`config.mk`:
```
export PLATFORM = sky130hd
export DESIGN_NAME = spi_rd_scheduler_flat
export DESIGN_NICKNAME = d
export VERILOG_FILES = /design/src/rtl/spi_rd_scheduler_if.sv /design/src/rtl/spi_rd_scheduler.sv /design/src/flat_wrapper.sv
export SDC_FILE = /design/constraint.sdc
export NUM_CORES = 1
export LEC_CHECK = 0
export ABC_AREA = 1
export BUFFER_PORTS_ARGS = -buffer_cell sky130_fd_sc_hd__buf_4
export CAP_MARGIN = 30
export CORE_ASPECT_RATIO = 1.2
export CORE_MARGIN = 5
export CORE_UTILIZATION = 40
export CTS_CLUSTER_DIAMETER = 120
export DETAILED_ROUTE_END_ITERATION = 8
export PLACE_DENSITY_LB_ADDON = 0.15
export SYNTH_ARGS = -nofsm -noshare
export SYNTH_HDL_FRONTEND = slang
export SYNTH_SLANG_ARGS = --single-unit
export TNS_END_PERCENT = 20
```
`constraint.sdc`:
```
create_clock -name clk -period 1.55 [get_ports clk]
set_input_delay 0.155 -clock clk [delete_from_list [all_inputs] [get_ports clk]]
set_output_delay 0.155 -clock clk [all_outputs]
set_load 0.01 [all_outputs]
```
`src/rtl/spi_rd_scheduler_if.sv`:
```
`default_nettype none
// ============================================================================
// Module   : spi_rd_scheduler_if
// Brief    : Request-side and readout-FIFO bundle for spi_rd_scheduler.
// Revision : 1.0
// ============================================================================
interface spi_rd_scheduler_if #(
    parameter int NREQ   = 4,
    parameter int DATA_W = 12
);
    logic                     enable;
    logic [NREQ-1:0]          req_valid;
    logic [NREQ*DATA_W-1:0]   req_data;
    logic [NREQ-1:0]          req_ack;
    logic                     fifo_full;
    logic                     fifo_wr;
    logic [14:0]              fifo_din;
    logic [15:0]              words_sent;
    logic                     busy;

    // Requesters and FIFO side (testbench / surrounding logic).
    modport master (
        output enable, req_valid, req_data, fifo_full,
        input  req_ack, fifo_wr, fifo_din, words_sent, busy
    );

    // Scheduler side.
    modport slave (
        input  enable, req_valid, req_data, fifo_full,
        output req_ack, fifo_wr, fifo_din, words_sent, busy
    );
endinterface

`default_nettype wire

```
`src/rtl/spi_rd_scheduler.sv`:
```
`default_nettype none
// ============================================================================
// Module   : spi_rd_scheduler
// Brief    : Round-robin sharing of the SPI readout FIFO write port among
//            NREQ channels; optional idle heartbeat with SPI_HEARTBEAT_EN.
// Revision : 1.0
// ============================================================================
module spi_rd_scheduler #(
    parameter int NREQ      = 4,
    parameter int DATA_W    = 12,
    parameter int HB_PERIOD = 200000
) (
    input  wire logic          clk,
    input  wire logic          rst_n,
    spi_rd_scheduler_if.slave  bus
);

`ifdef SPI_HEARTBEAT_EN
    typedef enum logic [1:0] {
        S_IDLE  = 2'd0,
        S_GRANT = 2'd1,
        S_WRITE = 2'd2,
        S_HB    = 2'd3
    } state_t;
`else
    typedef enum logic [1:0] {
        S_IDLE  = 2'd0,
        S_GRANT = 2'd1,
        S_WRITE = 2'd2
    } state_t;
`endif

    state_t              state;
    state_t              state_nxt;
    logic [1:0]          rr_ptr;
    logic [1:0]          win_id;
    logic [1:0]          pick_id;
    logic                pick_vld;
    logic                start_req;
    logic [14:0]         din_q;
    logic [15:0]         words_q;
    logic [DATA_W-1:0]   grant_data;
    logic                fifo_wr;
    logic [NREQ-1:0]     req_ack;

    // Scan from rr_ptr upward; the lowest offset is evaluated last so it wins.
    always_comb begin
        pick_vld = 1'b0;
        pick_id  = rr_ptr;
        for (int k = NREQ - 1; k >= 0; k--) begin
            if (bus.req_valid[(int'(rr_ptr) + k) % NREQ]) begin
                pick_vld = 1'b1;
                pick_id  = 2'((int'(rr_ptr) + k) % NREQ);
            end
        end
    end

    assign start_req  = bus.enable && pick_vld;
    assign grant_data = bus.req_data[int'(win_id) * DATA_W +: DATA_W];

`ifdef SPI_HEARTBEAT_EN
    localparam int HB_W = (HB_PERIOD > 1) ? $clog2(HB_PERIOD) : 1;

    logic [HB_W-1:0] idle_cnt;
    logic [11:0]     hb_seq;
    logic            idle_cond;
    logic            hb_fire;

    assign idle_cond = (state == S_IDLE) && bus.enable && !(|bus.req_valid);
    assign hb_fire   = idle_cond && (int'(idle_cnt) == HB_PERIOD - 1);

    always_ff @(posedge clk) begin
        if (!rst_n) begin
            idle_cnt <= '0;
            hb_seq   <= 12'd0;
        end else if (state == S_HB) begin
            idle_cnt <= '0;
            hb_seq   <= hb_seq + 12'd1;
        end else if (start_req && (state == S_IDLE)) begin
            idle_cnt <= '0;
        end else if (hb_fire) begin
            idle_cnt <= '0;
        end else if (idle_cond) begin
            idle_cnt <= idle_cnt + 1'b1;
        end
    end
`else
    // HB_PERIOD only sizes the heartbeat timer, which is not built here.
    if (HB_PERIOD < 2) begin : g_hb_period_unused
    end
`endif

    always_ff @(posedge clk) begin
        if (!rst_n) begin
            state <= S_IDLE;
        end else begin
            state <= state_nxt;
        end
    end

    always_comb begin
        state_nxt = state;
        fifo_wr   = 1'b0;
        req_ack   = '0;
        case (state)
            S_IDLE: begin
                if (start_req) begin
                    state_nxt = S_GRANT;
                end
`ifdef SPI_HEARTBEAT_EN
                else if (hb_fire) begin
                    state_nxt = S_HB;
                end
`endif
            end
            S_GRANT: begin
                req_ack   = NREQ'(1) << win_id;
                state_nxt = S_WRITE;
            end
`ifdef SPI_HEARTBEAT_EN
            S_HB: begin
                state_nxt = S_WRITE;
            end
`endif
            S_WRITE: begin
                // Reset in this cycle discards the word, so it must not strobe.
                if (!bus.fifo_full) begin
                    fifo_wr   = rst_n;
                    state_nxt = S_IDLE;
                end
            end
            default: begin
                state_nxt = S_IDLE;
            end
        endcase
    end

    always_ff @(posedge clk) begin
        if (!rst_n) begin
            rr_ptr  <= 2'd0;
            win_id  <= 2'd0;
            din_q   <= 15'd0;
            words_q <= 16'd0;
        end else begin
            if ((state == S_IDLE) && start_req) begin
                win_id <= pick_id;
            end
            if (state == S_GRANT) begin
                din_q  <= {1'b0, win_id, grant_data};
                rr_ptr <= (int'(win_id) == NREQ - 1) ? 2'd0 : win_id + 2'd1;
            end
`ifdef SPI_HEARTBEAT_EN
            if (state == S_HB) begin
                din_q <= {1'b1, 2'b00, hb_seq};
            end
`endif
            if (fifo_wr) begin
                words_q <= words_q + 16'd1;
            end
        end
    end

    assign bus.fifo_wr    = fifo_wr;
    assign bus.req_ack    = req_ack;
    assign bus.fifo_din   = din_q;
    assign bus.words_sent = words_q;
    assign bus.busy       = (state != S_IDLE);

endmodule

`default_nettype wire

```
`src/flat_wrapper.sv`:
```
// flat-port wrapper written by rule: the top's interface ports become plain ports
module spi_rd_scheduler_flat 
#(
    parameter int NREQ      = 4,
    parameter int DATA_W    = 12,
    parameter int HB_PERIOD = 200000
)
  (clk, rst_n, bus_enable, bus_req_valid, bus_req_data, bus_fifo_full, bus_req_ack, bus_fifo_wr, bus_fifo_din, bus_words_sent, bus_busy);
  spi_rd_scheduler_if #(.NREQ(NREQ), .DATA_W(DATA_W)) bus_i ();
  input  wire logic clk;
  input  wire logic rst_n;
  input wire logic [$bits(bus_i.enable)-1:0] bus_enable;
  input wire logic [$bits(bus_i.req_valid)-1:0] bus_req_valid;
  input wire logic [$bits(bus_i.req_data)-1:0] bus_req_data;
  input wire logic [$bits(bus_i.fifo_full)-1:0] bus_fifo_full;
  output wire logic [$bits(bus_i.req_ack)-1:0] bus_req_ack;
  output wire logic [$bits(bus_i.fifo_wr)-1:0] bus_fifo_wr;
  output wire logic [$bits(bus_i.fifo_din)-1:0] bus_fifo_din;
  output wire logic [$bits(bus_i.words_sent)-1:0] bus_words_sent;
  output wire logic [$bits(bus_i.busy)-1:0] bus_busy;
  assign bus_i.enable = bus_enable;
  assign bus_i.req_valid = bus_req_valid;
  assign bus_i.req_data = bus_req_data;
  assign bus_i.fifo_full = bus_fifo_full;
  assign bus_req_ack = bus_i.req_ack;
  assign bus_fifo_wr = bus_i.fifo_wr;
  assign bus_fifo_din = bus_i.fifo_din;
  assign bus_words_sent = bus_i.words_sent;
  assign bus_busy = bus_i.busy;
  spi_rd_scheduler #(.NREQ(NREQ), .DATA_W(DATA_W), .HB_PERIOD(HB_PERIOD)) u_core (.clk(clk), .rst_n(rst_n), .bus(bus_i));
endmodule
```
==> results of run 1 <==
==> what timing repair did <==
action	in CTS	in global routing
endpoints found under the hold margin	0	0
cloned	0	0
endpoints found under the setup margin	1	9
pin swaps	0	0
hold buffers	0	0
gates resized for setup	1	8
==> through the flow <==
stage	util (%)	hold WS (ns)	total power [mW]	setup WS, ns	std cells
after floorplan	-	0.293	1.40	0.176	360
after global placement	56.1	0.443	1.67	0.144	510
after detailed placement	56.1	0.453	1.68	0.0736	510
after CTS	58.0	0.147	2.41	0.0534	517
after global routing	58.4	0.163	2.52	-0.0134	517
final	58.4	0.159	2.38	0.0810	517
==> placed cells by master, fill, tap and decap left out, types with 2 or more instances in the layout <==
master	netlist	layout
ha_1	5	5
nor3_1	6	4
a21oi_1	18	18
nand3_1	15	15
inv_2	1	2
buf_4	2	101
nand2_1	71	71
o21a_1	2	2
inv_1	42	40
nor2_2	1	2
o21ai_0	46	46
nand4_1	5	5
nor2_1	74	73
dfxtp_2	0	2
dfxtp_1	36	34
o22ai_1	12	12
nor3_2	0	2
clkbuf_8	0	7
buf_6	0	2
==> state kept, by name (all words and copies together) (netlist names) <==
name	count
u_core.bus.fifo_din	14
u_core.bus.words_sent	16
u_core.rr_ptr	2
u_core.state	2
u_core.win_id	2
==> layer usage <==
layer	global-route usage, %	routed length, µm	vias to the layer above
li1	-	-	1343
met1	18.8	2600	1122
met2	31.1	3150	76
met3	5.35	499	7
met4	4.44	79	0
met5	0	0	-
==> layout make-up <==
| type | count | share of cell area [%] |
|---|---|---|
| inverters | 44 | 5.46 |
| repair buffers | 103 | 25.2 |
| multi-input cells | 265 | 40.3 |
| well taps | 62 | 2.51 |
| flip-flops and latches | 36 | 23.4 |
| clock buffers | 7 | 3.11 |
==> cells by family after synthesis <==
kind of cell / Yosys count
other: 1
AND/OR/NAND/NOR: 178
flip-flops: 36
adder cells (fa/ha/maj): 5
buffers and inverters: 59
AO/OA/AOI/OAI: 81
==> worst max-delay path by stage <==
stage	from	to	slack, ns
finish	u_core.state[1]	bus_fifo_wr	0.08
global route	u_core.state[1]	bus_fifo_wr	-0.01
CTS	u_core.win_id[0]	bus_req_ack[1]	0.05
detailed placement	u_core.bus.words_sent[2]	u_core.bus.words_sent[11]	0.07
global placement	u_core.bus.words_sent[2]	u_core.bus.words_sent[11]	0.14
floorplan	u_core.bus.words_sent[2]	u_core.bus.words_sent[11]	0.18
==> critical path: stages, from the launching register on <==
cell	delay [ns]
dfxtp_1	0.31
inv_1	0.06
nor2_1	0.05
nand2_1	0.11
buf_6	0.17
clkinvlp_4	0.16
buf_4	0.18
==> power by group <==
part	switching, mW	internal (mW)	total, mW
Clock	0.326	0.396	0.722
Combinational	0.347	0.301	0.648
Sequential	0.0321	0.975	1.01
Total	0.706	1.67	2.38
==> results_dict.tcl, run 1 <==
set metrics [dict create \
    slew_viol_final 0 \
    clockBufferDepth 2 \
    yosys.area_share.xor_xnor_pct 0 \
    hold_depth 3 \
    vdd_drop_max_mv 0.391 \
    outcome "completed" \
    power-per-cell-area_nw_per_um2 768 \
    drc 0 \
    ys_ff_latch 36 \
    synth_simple_gate_area_share_pct 33.8 \
    drv_cap 0 \
    synthCells 360 \
    synth_top_cells_by_area "dfxtp_1 33%, nor2_1 13%, nand2_1 12%" \
    synthMuxAreaShare_pct 0 \
    finalClockSkew_ns 0.00311 \
    synth.most_common_cell "nor2_1" \
    r2r_setup_slack_ns 0.11 \
    syn_nets 421 \
    die_w_um 77.5 \
    multiInputGateArea_um2 1250 \
    synth_top_family_by_area "simple AND/OR/NAND/NOR gates" \
    drive_above_1_share_pct 26.8 \
    rr_endpoint "u_core.bus.words_sent[11]" \
    ant_nets 0 \
    grt_setup_unrepaired "true" \
    place_area_um2 2970 \
    grt_pass1_vias 2326 \
    max_freq_mhz 681 \
    syn_to_final_growth_pct 41.4 \
    clkSlewWorstSetupHoldPaths_ns 0.07 \
    diodes 0 \
    vias_per_cell 4.93 \
    min_to "u_core.state[1]" \
    port_buffers 91 \
    tns_ns 0 \
    hp-start "bus_fifo_full" \
    crit_type "register to primary output" \
    ff2ff_path_depth 9 \
    fin_crit_sh_pct 94.8 \
    grt-ovfl-total 0 \
    path_max_fanout 10 \
    nets 516 \
    critPathArrivalTime_ns 1.31 \
    drtIter0Drc 131 \
    synth_top_area_share_pct 32.9 \
    synth_ff_type "dfxtp_1" \
    cts_setup_buffers 0 \
    ios 93 \
    synth_warnings 0 \
    grt_use_total_pct 17.0 \
    final_area_um2 3100 \
    synth_top_area_cell "dfxtp_1" \
    numClockSinks 36 \
    fp-row-count 29 \
    r2r-start "u_core.bus.words_sent[1]" \
    cts_buffers 5 \
    clock-root-buffer "clkbuf_8" \
    finalHoldViolations 0 \
    start_util_pct 41.3 \
    cts_tree "done" \
    netlist_area_um2 2190 \
    synth.distinct_cells 28 \
    hp-class "primary input to register" \
    grt_pass1_wl_mm 10.1 \
    synth_edf_count 0 \
    end_kind "primary output" \
    fp.dieArea_um2 7060 \
    critPathLaunchType "register" \
    finalWirelength_mm 6.33 \
    antenna_found_initial 0 \
    synth_adder_area_share_pct 2.86 \
    cp.required_ns 1.39 \
    first_pass_iters 5 \
    fp.coreArea_um2 5300 \
    grt_max_degree 28 \
    synth_compound_area_share_pct 19.6 \
    via_count 2548 \
    hpwl_mm 4.95 \
    nFillCells 554 \
    syn_avg_cell_area_um2 6.08 \
    ys_seq_area_share_pct 32.9 \
    synthTopCellsByCount "74 x nor2_1, 71 x nand2_1, 46 x o21ai_0" \
    place.gp.congestion 0.836 \
    avgRoutedWirePerCell_um 12.2 \
    async_reset_ff_share_pct 0 \
    setup_violations 0 \
    ff_latch_area_um2 723 \
    die_h_um 91.1 \
    fin_crit_ns 1.47 \
    clk_latency_ns 0.28 \
    p_leak_nw 1.52 \
    cts_max_level 2 \
]
Power figures use the tool's default switching activity.
==> inputs of run 2 (changes only) <==
--- a/config.mk
+++ b/config.mk
@@ -13,7 +13,7 @@
 export CORE_UTILIZATION = 40
 export CTS_CLUSTER_DIAMETER = 120
 export DETAILED_ROUTE_END_ITERATION = 8
-export PLACE_DENSITY_LB_ADDON = 0.15
+export PLACE_DENSITY = 0.72
 export SYNTH_ARGS = -nofsm -noshare
 export SYNTH_HDL_FRONTEND = slang
 export SYNTH_SLANG_ARGS = --single-unit
==> run 2 against run 1 <==
Net effect:
- global-route usage increased by 1.0 points
- register-to-register slack hardly changed
- design area is 0.16% higher
- final cell count rose by 0.39%
- via count increased by 1.9%
- worst setup slack worse by 0.0028 ns
- non-clock buffer count rose by 1
- clock skew grew 0.0033 ns
- first-iteration DRC count shrank 5.3%
- critical endpoint unchanged
- largest cell class unchanged
- highest routed layer unchanged
==> results_dict.tcl, run 2 (synthesis gave the netlist of run 1 again) <==
set metrics [dict create \
    crit_start "u_core.state[0]" \
    grt_setup_unrepaired "true" \
    final_area_um2 3100 \
    port_buffers 91 \
    layout_commonest_cell "buf_4" \
    first_pass_iters 4 \
    start_util_pct 41.3 \
    syn_to_final_growth_pct 41.6 \
    crit_buf_inv 3 \
    setup_violations 0 \
    cts_max_level 2 \
    dpl.cell_count 511 \
    nets 517 \
    clkPwrFrac_pct 30.1 \
    finalNonFillerCells 519 \
    tns_ns 0 \
    cp_top_family "buffers and inverters" \
    vias_per_cell 5.00 \
    finalWirelength_mm 6.35 \
    r2r-start "u_core.bus.words_sent[2]" \
    drtIter0Drc 124 \
    cts_buffers 5 \
    final_cell_mix "103 x buf_4, 72 x nor2_1, 70 x nand2_1" \
    ios 93 \
    place.gp.congestion 0.836 \
    path_max_fanout 7 \
    pre_cts_ws_ns 0.0616 \
    worst_path_max_delay_cell "dfxtp_1" \
    finalHoldViolations 0 \
    clock-root-buffer "clkbuf_8" \
    fin_util_pct 58.5 \
    die_h_um 91.1 \
    crit_type "register to primary output" \
    finalClockSkew_ns 0.00639 \
    r2r_setup_slack_ns 0.11 \
    drv_cap 0 \
    combPwrFrac_pct 27.4 \
    diodes 0 \
    outcome "completed" \
    avgRoutedWirePerCell_um 12.2 \
    grt-ovfl-total 0 \
    slew_viol_final 0 \
    p_seq_share_pct 42.5 \
    die_w_um 77.5 \
    fp.coreArea_um2 5300 \
    vdd_drop_max_mv 0.519 \
    hp-class "primary input to register" \
    max_freq_mhz 679 \
    worst_slack_ns 0.0783 \
    grt_max_degree 26 \
    cts_tree "done" \
    power-per-cell-area_nw_per_um2 768 \
    p_sw_share_pct 31.1 \
    cp.required_ns 1.39 \
    grt_use_total_pct 18.1 \
    p_int_mw 1.64 \
    via_count 2597 \
    cts_setup_buffers 0 \
    critPathLaunchType "register" \
    p_sw_mw 0.741 \
    cp_cell_sequence "nor2_2 > nand2_2 > buf_4 > clkinvlp_4 > buf_4" \
    end_kind "primary output" \
    nFillCells 539 \
    max_stage_delay_ns 0.37 \
    ant_nets 0 \
    p_leak_nw 1.52 \
    grt_pass1_wl_mm 10.8 \
    fin_crit_ns 1.47 \
    clk_latency_ns 0.29 \
    fp-row-count 29 \
    clockBufferDepth 2 \
    critPathArrivalTime_ns 1.32 \
    fp.dieArea_um2 7060 \
    drive_above_1_share_pct 26.9 \
    clkSlewWorstSetupHoldPaths_ns 0.07 \
    ff_latch_area_um2 723 \
    grt_pass1_vias 2619 \
    largest_reg_flops 16 \
    crit_top_cell "buf_4" \
    drc 0 \
    hp-start "bus_fifo_full" \
    multiInputGateArea_um2 1250 \
    hpwl_mm 5.02 \
    numClockSinks 36 \
    fin_crit_sh_pct 95.0 \
    antenna_found_initial 0 \
    place_area_um2 2980 \
]
run 2: through the flow:
stage	hold slack [ns]	power (mW)
after floorplan	0.293	1.40
after global placement	0.444	1.67
after detailed placement	0.455	1.68
after CTS	0.136	2.40
after global routing	0.154	2.53
final	0.146	2.38
run 2: path summary, 6_finish.rpt:
| check | endpoint | cells past startpoint |
|---|---|---|
| min | u_core.state[1] | 3 |
| max | bus_fifo_wr | 5 |
| min reg2reg | u_core.bus.fifo_din[12] | 2 |
| max reg2reg | u_core.bus.words_sent[11] | 9 |
run 2: power by group through the flow:
stage	Sequential (mW)	Clock, mW	Combinational, mW
3_3_place_gp	1.03	0	0.637
4_1_cts	1.01	0.736	0.653
5_1_grt	1.02	0.774	0.737
2_1_floorplan	1.04	0	0.355
6_report	1.01	0.718	0.652
3_5_place_dp	1.03	0	0.647
run 2: layout make-up:
type | instances | area share [%]
multi-input combinational | 265 | 40.3
timing repair buffer | 104 | 25.4
sequential | 36 | 23.3
inverter | 44 | 5.45
clock buffer | 7 | 2.78
tap | 62 | 2.50
clock inverter | 1 | 0.242
run 2: repair_timing:
item,CTS,global route
hold buffers,0,0
gates resized for setup,3,6
setup endpoints to repair,2,8
run 2: tightest hold or removal path: cells and delay by family:
family / cells / cell delay [ns]
AOI/OAI and AO/OA: 1 / 0.05
and+or+nand+nor: 1 / 0.06
buffers and inverters: 1 / 0.12
run 2: layer usage:
layer,vias up,track usage [%],part of all wire [%]
li1,1347,-,-
met2,89,32.9,49
met5,-,0,0
met3,10,6.04,8.2
met4,0,5.44,1.4
met1,1151,19.5,42
